File: src/rtl/symmetry_pattern_gen.sv
// Generates an 8-bit word with an exact number of broken mirror pairs.
// The low half-word comes from an internal LFSR. The high half-word is built
// one pair per cycle as the mirror of the low half, with the selected pairs inverted.
//
// state  | meaning
// -------+---------------------------------------------------------------
// IDLE   | waiting for start; latches k_eff = min(k, 4)
// LOAD   | low half from LFSR, build flip mask at rotation lfsr[5:4], step LFSR
// BUILD  | four cycles; pair p writes word[7-p] = word[p] ^ mask[p]
// DONE   | word offered on valid/ready; handshake returns to IDLE
module symmetry_pattern_gen #(
   parameter logic [7:0] SEED = 8'hA5
) (
   input  logic       clk_i,
   input  logic       rst_n_i,
   input  logic       start_i,
   input  logic [2:0] k_i,
   input  logic       ready_i,
   output logic [7:0] word_o,
   output logic [2:0] word_k_o,
   output logic       valid_o,
   output logic       busy_o,
   output logic [7:0] words_sent_o
);

   // An all-zero LFSR would lock up, so a zero seed is replaced by 8'h01.
   localparam logic [7:0] SEED_EFF = (SEED == 8'h00) ? 8'h01 : SEED;

   typedef enum logic [1:0] {
      S_IDLE,
      S_LOAD,
      S_BUILD,
      S_DONE
   } state_t;

   state_t     state_q, state_d;
   logic [1:0] p_q, p_d;
   logic [7:0] word_q, word_d;
   logic [3:0] mask_q, mask_d;
   logic [2:0] k_q, k_d;
   logic [7:0] lfsr_q, lfsr_d;
   logic [7:0] cnt_q, cnt_d;

   logic [3:0] base;
   logic [7:0] mask_dbl;
   logic       fb;

   // State and datapath registers, synchronous active-low reset.
   always_ff @(posedge clk_i) begin
      if (!rst_n_i) begin
         state_q <= S_IDLE;
         p_q     <= 2'd0;
         word_q  <= 8'h00;
         mask_q  <= 4'h0;
         k_q     <= 3'd0;
         lfsr_q  <= SEED_EFF;
         cnt_q   <= 8'h00;
      end else begin
         state_q <= state_d;
         p_q     <= p_d;
         word_q  <= word_d;
         mask_q  <= mask_d;
         k_q     <= k_d;
         lfsr_q  <= lfsr_d;
         cnt_q   <= cnt_d;
      end
   end

   // Flip mask: k_eff consecutive ones rotated to start at pair lfsr[5:4].
   always_comb begin
      case (k_q)
         3'd0:    base = 4'b0000;
         3'd1:    base = 4'b0001;
         3'd2:    base = 4'b0011;
         3'd3:    base = 4'b0111;
         default: base = 4'b1111;
      endcase
      mask_dbl = {base, base} << lfsr_q[5:4];
      fb       = lfsr_q[7] ^ lfsr_q[5] ^ lfsr_q[4] ^ lfsr_q[3];
   end

   // Next-state and datapath updates.
   always_comb begin
      state_d = state_q;
      p_d     = p_q;
      word_d  = word_q;
      mask_d  = mask_q;
      k_d     = k_q;
      lfsr_d  = lfsr_q;
      cnt_d   = cnt_q;
      case (state_q)
         S_IDLE: begin
            if (start_i) begin
               k_d     = (k_i > 3'd4) ? 3'd4 : k_i;
               state_d = S_LOAD;
            end
         end
         S_LOAD: begin
            word_d  = {4'h0, lfsr_q[3:0]};
            mask_d  = mask_dbl[7:4];
            lfsr_d  = {lfsr_q[6:0], fb};
            p_d     = 2'd0;
            state_d = S_BUILD;
         end
         S_BUILD: begin
            // Index 7-p is {1, ~p} for p in 0..3.
            word_d[{1'b1, ~p_q}] = word_q[p_q] ^ mask_q[p_q];
            if (p_q == 2'd3) begin
               state_d = S_DONE;
            end else begin
               p_d = p_q + 2'd1;
            end
         end
         S_DONE: begin
            if (ready_i) begin
               cnt_d   = cnt_q + 8'd1;
               state_d = S_IDLE;
            end
         end
         default: state_d = S_IDLE;
      endcase
   end

   assign word_o       = word_q;
   assign word_k_o     = k_q;
   assign valid_o      = (state_q == S_DONE);
   assign busy_o       = (state_q != S_IDLE);
   assign words_sent_o = cnt_q;

endmodule

File: config.mk
export PLATFORM = sky130hd
export DESIGN_NAME = symmetry_pattern_gen
export DESIGN_NICKNAME = d
export VERILOG_FILES = /design/src/rtl/symmetry_pattern_gen.sv
export SDC_FILE = /design/constraint.sdc
export NUM_CORES = 1
export LEC_CHECK = 0
export CAP_MARGIN = 20
export CORE_MARGIN = 8
export CORE_UTILIZATION = 64
export CTS_CLUSTER_SIZE = 10
export DETAILED_ROUTE_END_ITERATION = 10
export DONT_BUFFER_PORTS = 1
export HOLD_SLACK_MARGIN = 0.1
export PLACE_DENSITY = 0.8
export SETUP_SLACK_MARGIN = 0.1
export SLEW_MARGIN = 20
export SYNTH_ARGS = -nofsm -noshare
export SYNTH_HDL_FRONTEND = slang
export SYNTH_SLANG_ARGS = --single-unit
File: constraint.sdc
create_clock -name clk_i -period 3.33 [get_ports clk_i]
set_clock_uncertainty 0.2 [all_clocks]
set_input_delay 0.4995 -clock clk_i [delete_from_list [all_inputs] [get_ports clk_i]]
set_output_delay 0.4995 -clock clk_i [all_outputs]
set_load 0.01 [all_outputs]
==> impl_metrics.yaml <==
outcome:
  status: "finished, final reports clean"
worst_setup_path:
  critPathMaxFanout: 14
  slowest_delay_ns: 0.47
  critical-path-top-delay-family: "compound AO/OA/AOI/OAI gates"
  startpoint_type: "flip-flop"
  cp.arrival_ns: 2.09
  path_buf_inv: 2
  crit_slowest_cell: "ha_1"
  crit_top_cell: "inv_1"
  critical_path.cell_chain: "inv_1 > ha_1 > inv_1 > o21ai_0 > a311oi_1"
  crit_type: "flip-flop to flip-flop"
  endpoint_kind: "flip-flop"
  cp.required_ns: 3.32
yosys:
  synth_async_sr_flop_share_pct: 0
  synthCells: 180
  ys_types: 33
  synthTopCellsByArea: "dfxtp_1, ha_1, a21oi_1"
  synth_area_leader_cell: "dfxtp_1"
  ys.warnings.count: 0
  synth_edf_count: 0
  post_synth.cell_area_avg_um2: 8.85
  synth-main-ff-cell: "dfxtp_1"
  syn_nets: 196
  synth_seq_cells: 35
  ys_seq_area_share_pct: 44.0
  synth_top_area_share_pct: 44.0
  syn_area_mm2: 0.00159
routing:
  drtPass1Iterations: 6
  vias: 1288
  via_per_inst: 6.08
  drtIter0Drc: 82
  wire_per_inst_um: 16.0
  wirelength_um: 3390
  drc_errors: 0
  final_antenna_net_count: 0
die:
  ios: 28
  core.rowCount: 18
  die_y_um: 65.9
  core_region_area_mm2: 0.00241
  initial_core_util_pct: 66.1
  fp.dieArea_mm2: 0.00434
  fp.dieW_um: 65.9
clocking:
  clockRootBuffer: "clkbuf_4"
  cts_resized: 0
  clk_latency_ns: 0.34
  cts.sinks: 35
  cts_tree: "done"
  clock_path_buffers: 2
  cts_made_buffers: 5
  cts_setup_buffers: 0
  hold_buffers: 1
  clkTransAtPathRegs_ns: 0.11
  h-tree-depth: 2
power_and_ir_drop:
  power.density_mw_per_mm2: 759
  p_leak_nw: 0.588
  max-vdd-ir-drop_mv: 0.463
timing:
  finalCritPeriodShare_pct: 62.9
  worst_pin_slew_ns: 0.709
  rsz0062_at_grt: "false"
  tns_ns: 0
  fmax_mhz: 477
  setup_violations: 0
  setup_slack_ns: 1.23
  period_minus_slack_ns: 2.10
  max_slew_margin_pct: 52.7
  final_max_slew_viol_count: 0
  hold_viol_final: 0
final_layout:
  seqCellArea_um2: 701
  finalNetCount: 197
  drive_above_1_share_pct: 5.49
  final_cell_mix: "dfxtp_1, a21oi_1, nand2_1, inv_1"
  n_fill_cell: 204
  finish.instance_area_mm2: 0.00168
  insertedDiodeCount: 0
  multi_input_area_um2: 815
  layout.cells.non_filler: 212
  final_common_cell: "dfxtp_1"
  syn_to_final_growth_pct: 5.18
grt:
  met2_usage_pct: 27.4
  overflow: 0
  grt_pass1_vias: 1244
  antenna_found_initial: 0
  grt_pass1_wl_um: 5470
  grt_max_degree: 24
  busiest_layer: "met2"
  grt.met3_usage_pct: 7.12
  grtUsageTotal_pct: 16.1
  grt.met1_usage_pct: 16.2
place:
  gp_congestion: 0.825
  placed_area_mm2: 0.00160
  place_ws_ns: 1.28
  placed_cells: 202
  numPortBuffers: 0
  dp_hpwl_um: 2490
hold_path:
  hp-class: "input pin to flip-flop"
flow_run:
  max_cap_violations: 0
## path summary, 6_finish.rpt
kind	from	endpoint	slack, ns	depth (start not counted)
setup / recovery	state_q[1]$_SDFFE_PN0P_	word_o[7]$_SDFFE_PN0P_	1.23	5
hold / removal	rst_n_i	mask_q[3]$_SDFFE_PN0P_	0.11	2
setup reg to reg	state_q[1]$_SDFFE_PN0P_	word_o[7]$_SDFFE_PN0P_	1.23	5
hold reg to reg	lfsr_q[1]$_SDFFE_PN0P_	lfsr_q[1]$_SDFFE_PN0P_	0.28	2
## layout make-up
cell class                 count  share of cell area (%)
tap                           30                    2.24
timing repair buffer           2                    1.19
sequential                    35                    41.8
clock inverter                 3                    1.19
clock buffer                   5                    2.24
multi-input combinational    125                    48.6
inverter                      12                    2.69
## kinds of logic after synthesis
| logic type | count (synthesis) | synth area share (%) |
|---|---|---|
| AOI/OAI and AO/OA | 49 | 18.9 |
| adders and majority gates | 11 | 8.33 |
| xor gates and xnor gates | 9 | 4.95 |
| DFF | 35 | 44.0 |
| buffers and inverters | 20 | 4.87 |
| muxes | 3 | 2.67 |
| and+or+nand+nor | 53 | 16.3 |
## synth_stat cells, types with 3 or more instances
| cell | number |
|---|---|
| a21oi_1 | 22 |
| ha_1 | 9 |
| o21ai_0 | 10 |
| or3_1 | 4 |
| dfxtp_1 | 35 |
| clkbuf_1 | 6 |
| a2bb2oi_1 | 4 |
| nor2_1 | 10 |
| nand2_1 | 19 |
| a311oi_1 | 4 |
| nand2b_1 | 4 |
| nand4_1 | 3 |
| nand3_1 | 5 |
| inv_1 | 12 |
| xnor2_1 | 8 |
## metal layers
metal	vias up	part of all wire [%]
met3	6	11
met5	-	0
met4	0	2.0
met2	62	48
met1	589	39
li1	631	-
## per-stage QoR
step	util, %	hold slack (ns)	total power (W)
floorplan	-	0.244	0.000963
global placement	66.3	0.255	0.00102
detailed placement	66.3	0.261	0.00105
CTS	69.1	0.102	0.00127
global route	69.5	0.100	0.00137
finish	69.5	0.113	0.00127
## power breakdown
part / total (W) / switching [W] / leakage (nW) / internal [W]
combinational: 0.000436 / 0.000247 / 0.275 / 0.000189
sequential: 0.000609 / 0.0000966 / 0.285 / 0.000512
clock: 0.000227 / 0.000146 / 0.0272 / 0.0000806
## sequential cells by signal (all words and copies together), names as in the netlist
signal,flops
lfsr_q,8
word_o,8
words_sent_o,8
mask_q,4
word_k_o,3
p_q,2
state_q,2
Power figures use the tool's default switching activity.
